**src/rtl/alu_cmp_pkg.sv**
```systemverilog
// -----------------------------------------------------------------------------
// alu_cmp_pkg
// Shared definitions for the iterative magnitude comparator (alu_cmp_iter):
//   cmp_op_e      operation codes seen on in_op
//   cmp_state_e   controller states
//   is_signed_op  ops that compare as two's-complement
//   is_legal_op   ops the comparator understands (anything else -> out_err)
// -----------------------------------------------------------------------------
package alu_cmp_pkg;

   typedef enum logic [4:0] {
      OP_BEQ  = 5'd0,
      OP_BNE  = 5'd1,
      OP_BLT  = 5'd2,
      OP_BGE  = 5'd3,
      OP_BLTU = 5'd4,
      OP_BGEU = 5'd5,
      OP_SLT  = 5'd9,
      OP_SLTU = 5'd10,
      OP_MIN  = 5'd11,
      OP_MAX  = 5'd12,
      OP_MINU = 5'd13,
      OP_MAXU = 5'd14
   } cmp_op_e;

   typedef enum logic [1:0] {
      IDLE = 2'd0,
      RUN  = 2'd1,
      DONE = 2'd2
   } cmp_state_e;

   function automatic logic is_signed_op(input logic [4:0] op);
      case (op)
         OP_BLT, OP_BGE, OP_SLT, OP_MIN, OP_MAX: is_signed_op = 1'b1;
         default:                                is_signed_op = 1'b0;
      endcase
   endfunction

   function automatic logic is_legal_op(input logic [4:0] op);
      case (op)
         OP_BEQ, OP_BNE, OP_BLT, OP_BGE, OP_BLTU, OP_BGEU,
         OP_SLT, OP_SLTU, OP_MIN, OP_MAX, OP_MINU, OP_MAXU: is_legal_op = 1'b1;
         default:                                           is_legal_op = 1'b0;
      endcase
   endfunction

endpackage

```
**src/rtl/alu_cmp_iter_chunk.sv**
```systemverilog
// -----------------------------------------------------------------------------
// cmp_chunk
// Purely combinational unsigned compare of one CHUNK-bit slice.
// Ports:
//   a, b  in   CHUNK   slice of operand A / operand B
//   eq    out  1       a == b
//   lt    out  1       a <  b (unsigned)
// -----------------------------------------------------------------------------
module cmp_chunk #(
   parameter int CHUNK = 8
) (
   input  logic [CHUNK-1:0] a,
   input  logic [CHUNK-1:0] b,
   output logic             eq,
   output logic             lt
);

   assign eq = (a == b);
   assign lt = (a < b);

endmodule

```
**src/rtl/alu_cmp_iter.sv**
```systemverilog
// -----------------------------------------------------------------------------
// alu_cmp_iter
// Iterative magnitude comparator for branch conditions, SLT/SLTU and
// MIN/MAX/MINU/MAXU. Compares CHUNK bits per cycle from the MSB down and stops
// at the first differing chunk. Valid/ready handshake on both sides.
// Ports:
//   clk          in   1      clock, rising edge
//   rst          in   1      asynchronous active-high reset
//   in_valid     in   1      request present
//   in_ready     out  1      high in IDLE only
//   in_op        in   5      operation code (cmp_op_e)
//   in_dat1      in   WIDTH  operand A
//   in_dat2      in   WIDTH  operand B
//   out_valid    out  1      result held (DONE)
//   out_ready    in   1      consumer takes result
//   out_con_met  out  1      branch condition true (branch ops only)
//   out_result   out  WIDTH  SLT/SLTU 0/1, MIN/MAX selected operand, else 0
//   out_err      out  1      op code not recognised
// -----------------------------------------------------------------------------
module alu_cmp_iter
   import alu_cmp_pkg::*;
#(
   parameter int WIDTH = 32,
   parameter int CHUNK = 8
) (
   input  logic             clk,
   input  logic             rst,
   input  logic             in_valid,
   output logic             in_ready,
   input  logic [4:0]       in_op,
   input  logic [WIDTH-1:0] in_dat1,
   input  logic [WIDTH-1:0] in_dat2,
   output logic             out_valid,
   input  logic             out_ready,
   output logic             out_con_met,
   output logic [WIDTH-1:0] out_result,
   output logic             out_err
);

   localparam int NCHUNK = WIDTH / CHUNK;
   localparam int KW     = (NCHUNK > 1) ? $clog2(NCHUNK) : 1;
   localparam logic [KW-1:0]    K_TOP = KW'(NCHUNK - 1);
   localparam logic [WIDTH-1:0] MSB   = WIDTH'(1) << (WIDTH - 1);

   if ((CHUNK < 1) || (CHUNK > WIDTH) || ((WIDTH % CHUNK) != 0)) begin : g_bad_cfg
      $error("alu_cmp_iter: CHUNK must be in 1..WIDTH and divide WIDTH");
   end

   cmp_state_e       state;
   logic [KW-1:0]    k;
   logic [4:0]       op_q;
   logic [WIDTH-1:0] a_q;
   logic [WIDTH-1:0] b_q;
   logic             sgn_q;

   logic [WIDTH-1:0] a_cmp;
   logic [WIDTH-1:0] b_cmp;
   logic [CHUNK-1:0] a_chunk;
   logic [CHUNK-1:0] b_chunk;
   logic             c_eq;
   logic             c_lt;
   logic             legal;
   logic             done_now;
   logic             lt_fin;
   logic             con_n;
   logic [WIDTH-1:0] res_n;

   assign in_ready  = (state == IDLE);
   assign out_valid = (state == DONE);

   // Flipping the sign bit of both operands maps two's-complement order onto
   // unsigned order, so one unsigned chunk comparator serves every op. The
   // stored operands stay untouched because MIN/MAX return them verbatim.
   assign a_cmp = a_q ^ (sgn_q ? MSB : '0);
   assign b_cmp = b_q ^ (sgn_q ? MSB : '0);

   always_comb begin
      a_chunk = a_cmp[int'(k)*CHUNK +: CHUNK];
      b_chunk = b_cmp[int'(k)*CHUNK +: CHUNK];
   end

   cmp_chunk #(.CHUNK(CHUNK)) u_chunk (
      .a  (a_chunk),
      .b  (b_chunk),
      .eq (c_eq),
      .lt (c_lt)
   );

   assign legal = is_legal_op(op_q);

   // An illegal op finishes after its first RUN cycle; a legal one finishes at
   // the first differing chunk or after the last (lowest) chunk.
   assign done_now = !legal || !c_eq || (k == '0);
   assign lt_fin   = !c_eq && c_lt;

   always_comb begin
      con_n = 1'b0;
      res_n = '0;
      case (op_q)
         OP_BEQ:           con_n = c_eq;
         OP_BNE:           con_n = !c_eq;
         OP_BLT, OP_BLTU:  con_n = lt_fin;
         OP_BGE, OP_BGEU:  con_n = !lt_fin;
         OP_SLT, OP_SLTU:  res_n = WIDTH'(lt_fin);
         OP_MIN, OP_MINU:  res_n = lt_fin ? a_q : b_q;
         OP_MAX, OP_MAXU:  res_n = lt_fin ? b_q : a_q;
         default: ;
      endcase
   end

   // Request payload: captured on accept, held through RUN and DONE.
   always_ff @(posedge clk) begin
      if ((state == IDLE) && in_valid) begin
         op_q  <= in_op;
         a_q   <= in_dat1;
         b_q   <= in_dat2;
         sgn_q <= is_signed_op(in_op);
      end
   end

   // Controller and registered results.
   always_ff @(posedge clk or posedge rst) begin
      if (rst) begin
         state       <= IDLE;
         k           <= '0;
         out_con_met <= 1'b0;
         out_result  <= '0;
         out_err     <= 1'b0;
      end else begin
         case (state)
            IDLE: begin
               if (in_valid) begin
                  k     <= K_TOP;
                  state <= RUN;
               end
            end
            RUN: begin
               if (done_now) begin
                  out_con_met <= con_n;
                  out_result  <= res_n;
                  out_err     <= !legal;
                  state       <= DONE;
               end else begin
                  k <= k - KW'(1);
               end
            end
            DONE: begin
               if (out_ready) state <= IDLE;
            end
            default: state <= IDLE;
         endcase
      end
   end

endmodule

```
**config.mk**
```make
export PLATFORM = sky130hd
export DESIGN_NAME = alu_cmp_iter
export DESIGN_NICKNAME = d
export VERILOG_FILES = /design/src/rtl/alu_cmp_pkg.sv /design/src/rtl/alu_cmp_iter_chunk.sv /design/src/rtl/alu_cmp_iter.sv
export SDC_FILE = /design/constraint.sdc
export NUM_CORES = 1
export LEC_CHECK = 0
export CORE_ASPECT_RATIO = 0.6
export CORE_UTILIZATION = 50
export DETAILED_ROUTE_END_ITERATION = 8
export GPL_ROUTABILITY_DRIVEN = 0
export PLACE_DENSITY = 0.8
export SLEW_MARGIN = 30
export SYNTH_ARGS = -nofsm -noshare
export SYNTH_HDL_FRONTEND = slang
export SYNTH_SLANG_ARGS = --single-unit
```
**constraint.sdc**
```tcl
create_clock -name clk -period 4.4 [get_ports clk]
set_clock_uncertainty 0.05 [all_clocks]
set_input_delay 0.88 -clock clk [delete_from_list [all_inputs] [get_ports clk]]
set_output_delay 0.88 -clock clk [all_outputs]
set_load 0.05 [all_outputs]
```
Word level (Yosys, flattened, before mapping)
Memories as Yosys holds them, arrays and structs flattened. A register that Yosys moved wholly into a read port is not among the register bits.
Cells that the tools add are included.
Operators by class
  multipliers: 0
  div/mod/pow operators: 0
  $add $sub $neg: 1
  equal/unequal tests: 23
  muxes and demuxes: 15
  reductions and logical operators: 20
  magnitude comparators: 1
  bitwise logic cells: 2
  shift-type cells: 2
Operator list (number)
  $mux 32: 3
  $pmux 32 s3: 1
  $shiftx 32x6->8: 2
  $xor 32x32->32: 2
  $eq 5x4->1 const B: 9
  $eq 5x2->1 const B: 4
  $eq 5x3->1 const B: 2
  $mux 2: 5
  $reduce_or 2->1: 5
  $eq 8x8->1: 1
  $lt 8x8->1: 1
  $ne 2x2->1 const B: 3
  $pmux 2 s3: 1
  $reduce_and 3->1: 2
  $eq 5x1->1 const B: 1
  $logic_not 5->1: 1
  $reduce_or 5->1: 1
  $logic_not 2->1: 2
  $mux 4: 1
  $pmux 1 s4: 1
  $pmux 2 s2: 1
  $logic_not 1->1: 3
  $eq 2x1->1 const B: 1
  $eq 2x2->1 const B: 1
  other kinds (7): 10
Storage, ports and cells
  bits in read-only memories: 16
  bits of input ports: 73
  output and inout bits: 36
  memories kept: 1
  latch bits: 0
  RAM bits: 0
  word-level logic and storage cells: 74
  register bits: 108
Memories
  (no name shown): words 16, width 1, rd ports 1, clocked after memory_dff 1, wr ports 0, RTL line alu_cmp_pkg.sv:40  | case (op)

Logic depth before layout (Yosys ltp)
Gate-level depths: netlist of the first run.
  depth after elaboration: 9
  gate-level depth with buffers: 11
  gate-level depth less buffers: 10

Hierarchy
From an unflattened synthesis of the first run, not the netlist that was laid out.
Unflattened totals
  cell total of the unflattened synthesis: 341
  area, all modules: 4728.3 µm²
By module, submodules not included
  alu_cmp_iter: sequential area each 3072.9 µm², cells each 314, instances 1, area an instance 4514.3 µm²
  cmp_chunk: sequential area each 0.0 µm², cells each 27, instances 1, area an instance 214.0 µm²

Worst setup path after synthesis of the first run
Ideal clock, no wire load.
  path type: register to register
  start: register state[0]
  end: register k[0]
  arrival time: 3.834 ns
  setup time: 0.077 ns
  path buffers: 1
  cell stages (with the launch flop): 7
  clock period less this slack: 3.962 ns
  setup slack: 0.438 ns
  cell sequence: dfrtp_1 nor2_1 and2_1 clkbuf_1 or2_2 nor2_1 a21oi_1
Between the ends
  longest elaborated chain between the ends: 3
  elaborated cells between the ends (all ways): 7
  classes of those cells: eq/ne (3); mux (1); reduce/logical (3)
Ends and longest elaborated chain
  start: declaration: RTL line alu_cmp_iter.sv:49  | cmp_state_e state;
  start signal: assignment: RTL line alu_cmp_iter.sv:124  | state <= IDLE;
  start signal: assignment: RTL line alu_cmp_iter.sv:134  | state <= RUN;
  start signal: assignment: RTL line alu_cmp_iter.sv:142  | state <= DONE;
  $logic_not 2->1 *
  via in_ready: RTL line alu_cmp_iter.sv:29  | output logic in_ready,
  $ne 2x2->1 (no source line) or $reduce_bool 2->1 (tied branches)
  $reduce_and 3->1 (no source line)
  end signal: assignment: RTL line alu_cmp_iter.sv:144  | k <= k - KW'(1);
  end: declaration: RTL line alu_cmp_iter.sv:50  | logic [KW-1:0] k;
The timed path passes the listed nets; every way through them passes the cells marked *.
A chain may end at the register's enable or synchronous reset.

Final worst setup path of the first run
  start: register k[0]
  end: register out_result[11]
Between the ends
  longest elaborated chain between the ends: 6
  elaborated cells between the ends (all ways): 13
  classes of those cells: order compare (1); eq/ne (1); shift (2); mux (3); reduce/logical (6)
Ends and longest elaborated chain
  branches (longest 6 deep; another with $lt 8x8->1)
  end signal: assignment: RTL line alu_cmp_iter.sv:140  | out_result <= res_n;
  end: declaration: RTL line alu_cmp_iter.sv:36  | output logic [WIDTH-1:0] out_result,
Several ways; the timed one is not identified.

==> results.md, run 1 <==
* Worst path required time at between 4000 and 5000 ps
* Fin area at 6130 um^2
* H-tree Lvls at 3
* First-pass GRT wire length at around 16000 um
* CTS tree: done
* Sum of negative setup slack at 0 ps
* Syn nets at 370
* Worst-path clk slew at roughly 70 ps
* Row count at 26
* Effective utilization at floorplan at 52.9%
* Final setup vio count at 0
* Status: complete, no violations
* Initial DRC count at approximately 270
* Area of the die at approximately 9700 um^2
* Drc violations at 0
* Actual transition at the worst max-transition pin at around 810 ps
* Largest net degree at the start of global routing at 43
* Minimum clock period at between 3000 and 4000 ps
* Critical path type: reg -> reg
* Syn Area/Cell at 16.1 um^2
* Most common cell after layout, fill and taps aside: clkdlybuf4s50_1
* Area delta synth->final at 32.4%
* Arrival time of the worst setup path at 3940 ps
* Hpwl dp at between 7000 and 8000 um
* Unique masters post-synth at between 40 and 50
* TritonRoute pass-1 iters at 4
* Mapped cell area at between 4000 and 5000 um^2
* Post-synth EDFFs at 70
* Crit share post-route at between 80 and 90%
* Worst-path fanout max at 13
* Max-slew headroom at between 40% and 50%
* Crit end category: flop
* CTS Buffer Depth at 2
* Number of port buffers at around 110
* Peak VDD IR at around 0.32 mV
* Layout cells sized above 1 at roughly an eighth
* Pwr/cell area at ~550 nW/um^2
* RSZ-0062 raised after global routing: false
* Final Total Pwr at 3.37 mW
* # nets final at about 480
* Placeable Area at 8750 um^2
* Initial antenna violation count at 0
* ANT nets after route at 0
* # diodes at 0
* # resized after CTS at 0
* Placed Area at between 5000 and 6000 um^2
* Hold_ws at 451 ps
* WL/cell at 20.0 um
* Vias/cell at ~5.7
* Die X at approximately 130 um
* Postcts setup bufs at 0
* Fin. max-slew vios at 0
* Fill cell count at 582
* Cells after Synth at 288
* Final Hold Vio Count at 0
* Drt total wl at between 10000 and 15000 um
* Via Count at about 3k
* Flops & latches, synth at 109
* Worst hold path type: reg -> reg
* IO Pins at roughly 110
* Pleak at roughly 2.4 nW
* Die span in y at around 77 um
* Total number of yosys warnings at 0
* CP startpoint kind: flop
* Most frequent cells in the layout: clkdlybuf4s50_1 (108), edfxtp_1 (70), dfrtp_1 (38), and2_1 (31), a221o_1 (30)
* FFs w/ async S/R, synth at between 30% and 40%
* Post-CTS Hold Fix Bufs at 0
* Top_reg_cell synth: edfxtp_1
* CTS Buf Count at 9
* Sequential fraction of the synthesis area at between 60% and 70%
* MaxCap Viol Count at 0
* Achievable Freq at 270 MHz
* GR Overflow Total at 0
* CTS root buffer: clkbuf_16
* Clk sinks at about 110
* Gr usage total at approximately 23%
* Later-pin clock latency in the skew report at approximately 350 ps
* Vias in the first global route at around 3.0k
## worst max-delay path, cell delays in order, from the launching register on
cell     delay [ps]
dfrtp_1         500
buf_4           310
buf_4           190
mux4_2          490
inv_1            70
ha_1            240
o21a_1          120
nor3_1          290
o31ai_4         160
mux2i_1         180
nor3_4          450
buf_6           240
buf_6           170
a221o_1         170
## metal layers
| metal | track usage [%] | part of all wire (%) |
|---|---|---|
| met2 | 32.9 | 45 |
| met5 | 0 | 0 |
| met1 | 33.4 | 47 |
| met4 | 6.63 | 0.96 |
| met3 | 6.88 | 7.6 |
## worst paths after layout
path	cells past startpoint	startpoint	slack, ps	to
setup / recovery	13	k[0]$_DFFE_PP0P_	700	out_result[11]$_DFFE_PP0P_
hold / removal	1	b_q[25]$_DFFE_PP_	450	out_result[25]$_DFFE_PP0P_
setup reg to reg	13	k[0]$_DFFE_PP0P_	700	out_result[11]$_DFFE_PP0P_
hold reg to reg	1	b_q[25]$_DFFE_PP_	450	out_result[25]$_DFFE_PP0P_
max in group asynchronous	3	rst	3030	out_result[1]$_DFFE_PP0P_
min in group asynchronous	3	rst	920	out_result[28]$_DFFE_PP0P_
## metrics by stage
stage / instances / setup WS [ps] / utilization [%]
6_report: 514 / 701 / 70.1
5_1_grt: 514 / 457 / 70.1
4_1_cts: 514 / 688 / 70.1
3_5_place_dp: 498 / 710 / 66.8
3_3_place_gp: 496 / 503 / 66.6
2_1_floorplan: 288 / 438 / -
## power breakdown
part / total, mW / internal, mW / switching, mW / leakage (nW)
combinational: 1.09 / 0.434 / 0.657 / 1.06
clock: 0.787 / 0.438 / 0.349 / 0.137
sequential: 1.49 / 1.35 / 0.142 / 1.18
## logic make-up after synthesis
family | after synthesis | synth area share, %
DFF | 109 | 66.3
and+or+nand+nor | 67 | 8.78
AOI/OAI and AO/OA | 49 | 10.0
buffers and inverters | 30 | 3.05
muxes | 18 | 8.21
adders and majority gates | 9 | 2.43
xor gates and xnor gates | 6 | 1.13
## cells in the mapped netlist, types with 2 or more instances
cell	count	share of area, %
nor3b_1	2	0.32
buf_2	4	0.43
a211oi_1	2	0.32
nand2_1	4	0.32
a221o_1	30	6.5
inv_1	12	0.97
clkbuf_1	9	0.73
xnor2_1	2	0.38
nand2b_1	4	0.54
nand4_1	2	0.27
nor3_1	3	0.32
a21oi_1	5	0.54
nand3_1	3	0.32
or3_1	2	0.27
o41ai_1	2	0.38
xor2_1	4	0.76
buf_6	3	0.73
mux2i_1	2	0.43
ha_1	9	2.4
a221o_2	2	0.49
dfrtp_1	38	21
nor2_1	5	0.41
mux4_2	16	7.8
nor2b_1	4	0.54
and2_1	32	4.3
edfxtp_1	70	45
## registers in the layout, summed over array words and instances (netlist names), named ones only
signal       count
a_q             32
b_q             32
out_result      32
op_q             5
k                2
state            2
out_con_met      1
out_err          1
sgn_q            1
## area by class of cell
cell class | instances | area, um^2 | area share, %
flip-flops and latches | 109 | 3070 | 50.1
multi-input cells | 149 | 1430 | 23.3
repair buffers | 116 | 1160 | 18.9
clock buffers | 11 | 233 | 3.80
well taps | 112 | 140 | 2.29
clock inverters | 5 | 51.3 | 0.837
inverters | 12 | 45.0 | 0.735
(Power assumes the default switching activity.)
==> inputs of run 2 (changes only) <==
- clock period: 4.4 -> 3.5 ns (I/O delays scaled with it)
==> run 2 against run 1 <==
  * Critical path depth shrank 2
  * Count of clock-buffer cells in the layout shrank 2
  * Sequential power grew 26%
  * Power rose by 27%
  * Sequential share of layout area fell by 1.3 points
  * Register-to-register slack lost 570 ps
  * Critical endpoint is now out_result[16]$_DFFE_PP0P_
==> results.md, run 2 (synthesis gave the netlist of run 1 again) <==
* Worst-path fanout max at 7 (-6)
* Pwr/cell area at 679 nW/um^2 (+23%)
* Die X at 126 um (unchanged)
* Most common cell after layout, fill and taps aside: clkdlybuf4s50_1
* Actual transition at the worst max-transition pin at 660 ps (-145 ps)
* ANT nets after route at 0 (unchanged)
* Placed Area at 5940 um^2 (+1.7%)
* Utilization after layout at 71.9% (+1.9 points)
* Fin area at 6290 um^2 (+2.7%)
* Final Hold Vio Count at 0 (unchanged)
* Initial DRC count at 308 (+14%)
* GR Overflow Total at 0 (unchanged)
* Regs by FF count: a_q: 32 flops, b_q: 32 flops, out_result: 32 flops
* Later-pin clock latency in the skew report at 350 ps (about the same)
* Minimum clock period at 3370 ps (-325 ps)
* # nets final at 495 (+3.3%)
* CTS Buf Count at 9 (unchanged)
* Effective utilization at floorplan at 52.9% (unchanged)
* Critical path origin: k[0]$_DFFE_PP0P_
* Reg-to-Reg Start: k[0]$_DFFE_PP0P_
* Hpwl dp at 7380 um (+1.1%)
* CP startpoint kind: flop
* Critical path type: reg -> reg
* Post-CTS Hold Fix Bufs at 0 (unchanged)
* CTS root buffer: clkbuf_16
* Max-slew headroom at 55.9% (+9.6 points)
* Worst reg-to-reg path cell count at 11 (-2)
* Crit share post-route at 96.4% (+12 points)
* FF-to-FF End: out_result[16]$_DFFE_PP0P_
* Fill cell count at 573 (-1.5%)
* Vias in the first global route at 3133 (+4.1%)
* Area delta synth->final at 35.9%
* Reg-to-reg slack, setup at 130 ps (-570 ps)
* Clk sinks at 109 (unchanged)
* CTS tree: done
* # diodes at 0 (unchanged)
* Area of the die at 9670 um^2 (unchanged)
* H-tree Lvls at 3 (unchanged)
* TritonRoute pass-1 iters at 4 (unchanged)
* Final setup vio count at 0 (unchanged)
* First-pass GRT wire length at 17200 um (+5.1%)
* Worst hold path type: reg -> reg
* RSZ-0062 raised after global routing: false
* Vias/cell at 5.70 (about the same)
* Peak VDD IR at 0.339 mV (+5.4%)
* Placeable Area at 8750 um^2 (unchanged)
* Pleak at 2.48 nW (+4.2%)
* Number of port buffers at 108 (unchanged)
* Largest net degree at the start of global routing at 39 (-9.3%)
* Row count at 26 (unchanged)
* WL/cell at 20.3 um (+1.1%)
* Achievable Freq at 296 MHz (+9.6%)
* Die span in y at 76.6 um (unchanged)
* Arrival time of the worst setup path at 3560 ps (-380 ps)
* Worst path required time at 3680 ps (-960 ps)
* Most frequent cells in the layout: clkdlybuf4s50_1 (108), edfxtp_1 (70), dfrtp_1 (38), and2_1 (31), a221o_1 (30)
* Drc violations at 0 (unchanged)
* Fin. max-slew vios at 0 (unchanged)
* Crit end category: flop
* Initial antenna violation count at 0 (unchanged)
* Worst-path clk slew at 70 ps (about the same)
* Status: complete, no violations
* Drt total wl at 10700 um (+4.2%)
* CTS Buffer Depth at 2 (unchanged)
* IO Pins at 109 (unchanged)
* Via Count at 3019 (+3.2%)
* CP Capture Point: out_result[16]$_DFFE_PP0P_
* Layout cells sized above 1 at 16.3% (+4.3 points)
* Gr usage total at 24.0% (+1.2 points)
* MaxCap Viol Count at 0 (unchanged)
==> run 2: layout make-up <==
type	instances	area [um^2]	area share, %
flip-flops and latches	109	3070	48.8
multi-input cells	150	1460	23.2
repair buffers	131	1290	20.5
clock buffers	9	225	3.58
well taps	112	140	2.23
clock inverters	7	58.8	0.934
inverters	12	45.0	0.716
==> run 2: worst min-delay path by stage <==
stage / slack [ps] / depth (start not counted) / endpoint / startpoint
after floorplan: 400 / 1 / out_con_met$_DFFE_PP0P_ / op_q[3]$_DFFE_PP_
after global placement: 420 / 2 / out_con_met$_DFFE_PP0P_ / out_con_met$_DFFE_PP0P_
after detailed placement: 430 / 2 / out_con_met$_DFFE_PP0P_ / out_con_met$_DFFE_PP0P_
after CTS: 450 / 2 / out_con_met$_DFFE_PP0P_ / out_con_met$_DFFE_PP0P_
after global routing: 470 / 2 / out_con_met$_DFFE_PP0P_ / out_con_met$_DFFE_PP0P_
final: 450 / 2 / out_con_met$_DFFE_PP0P_ / out_con_met$_DFFE_PP0P_
==> run 2: routing by layer <==
layer | track usage (%) | share of wire, %
met5 | 0 | 0
met4 | 5.66 | 0.58
met3 | 7.94 | 8.2
met2 | 34.9 | 45
met1 | 35.0 | 46
==> run 2: what timing repair did <==
action                     in CTS  in global routing
cloned                          1                  0
setup endpoints to repair       8                 11
pin swaps                       1                  2
setup buffers                   0                  5
resized for setup               0                  2
==> run 2: worst max-delay path, cell delays in order (launching register included) <==
cell and delay, ps:
dfrtp_1 350, buf_4 180, buf_4 160, mux4_2 500, ha_1 300, nand2b_1 170
a21oi_4 80, o31ai_4 310, mux2i_2 470, nor3_4 140, buf_4 180, a221o_2 380
==> run 2: stage by stage <==
stage               TNS (ps)  instances  total power [mW]  worst slack (ps)  hold slack (ps)
floorplan                  0        288              2.74               138              401
global placement        -101        508              3.27             -15.1              422
detailed placement      -633        508              3.29             -99.3              432
CTS                        0        525              4.27              20.0              453
global route               0        530              4.46              3.28              473
finish                     0        530              4.27               127              448
==> run 2: where the power goes <==
part / internal (mW) / switching, mW / leakage [nW]
combinational: 0.581 / 0.853 / 1.16
clock: 0.494 / 0.472 / 0.138
sequential: 1.69 / 0.175 / 1.18
total: 2.77 / 1.50 / 2.48
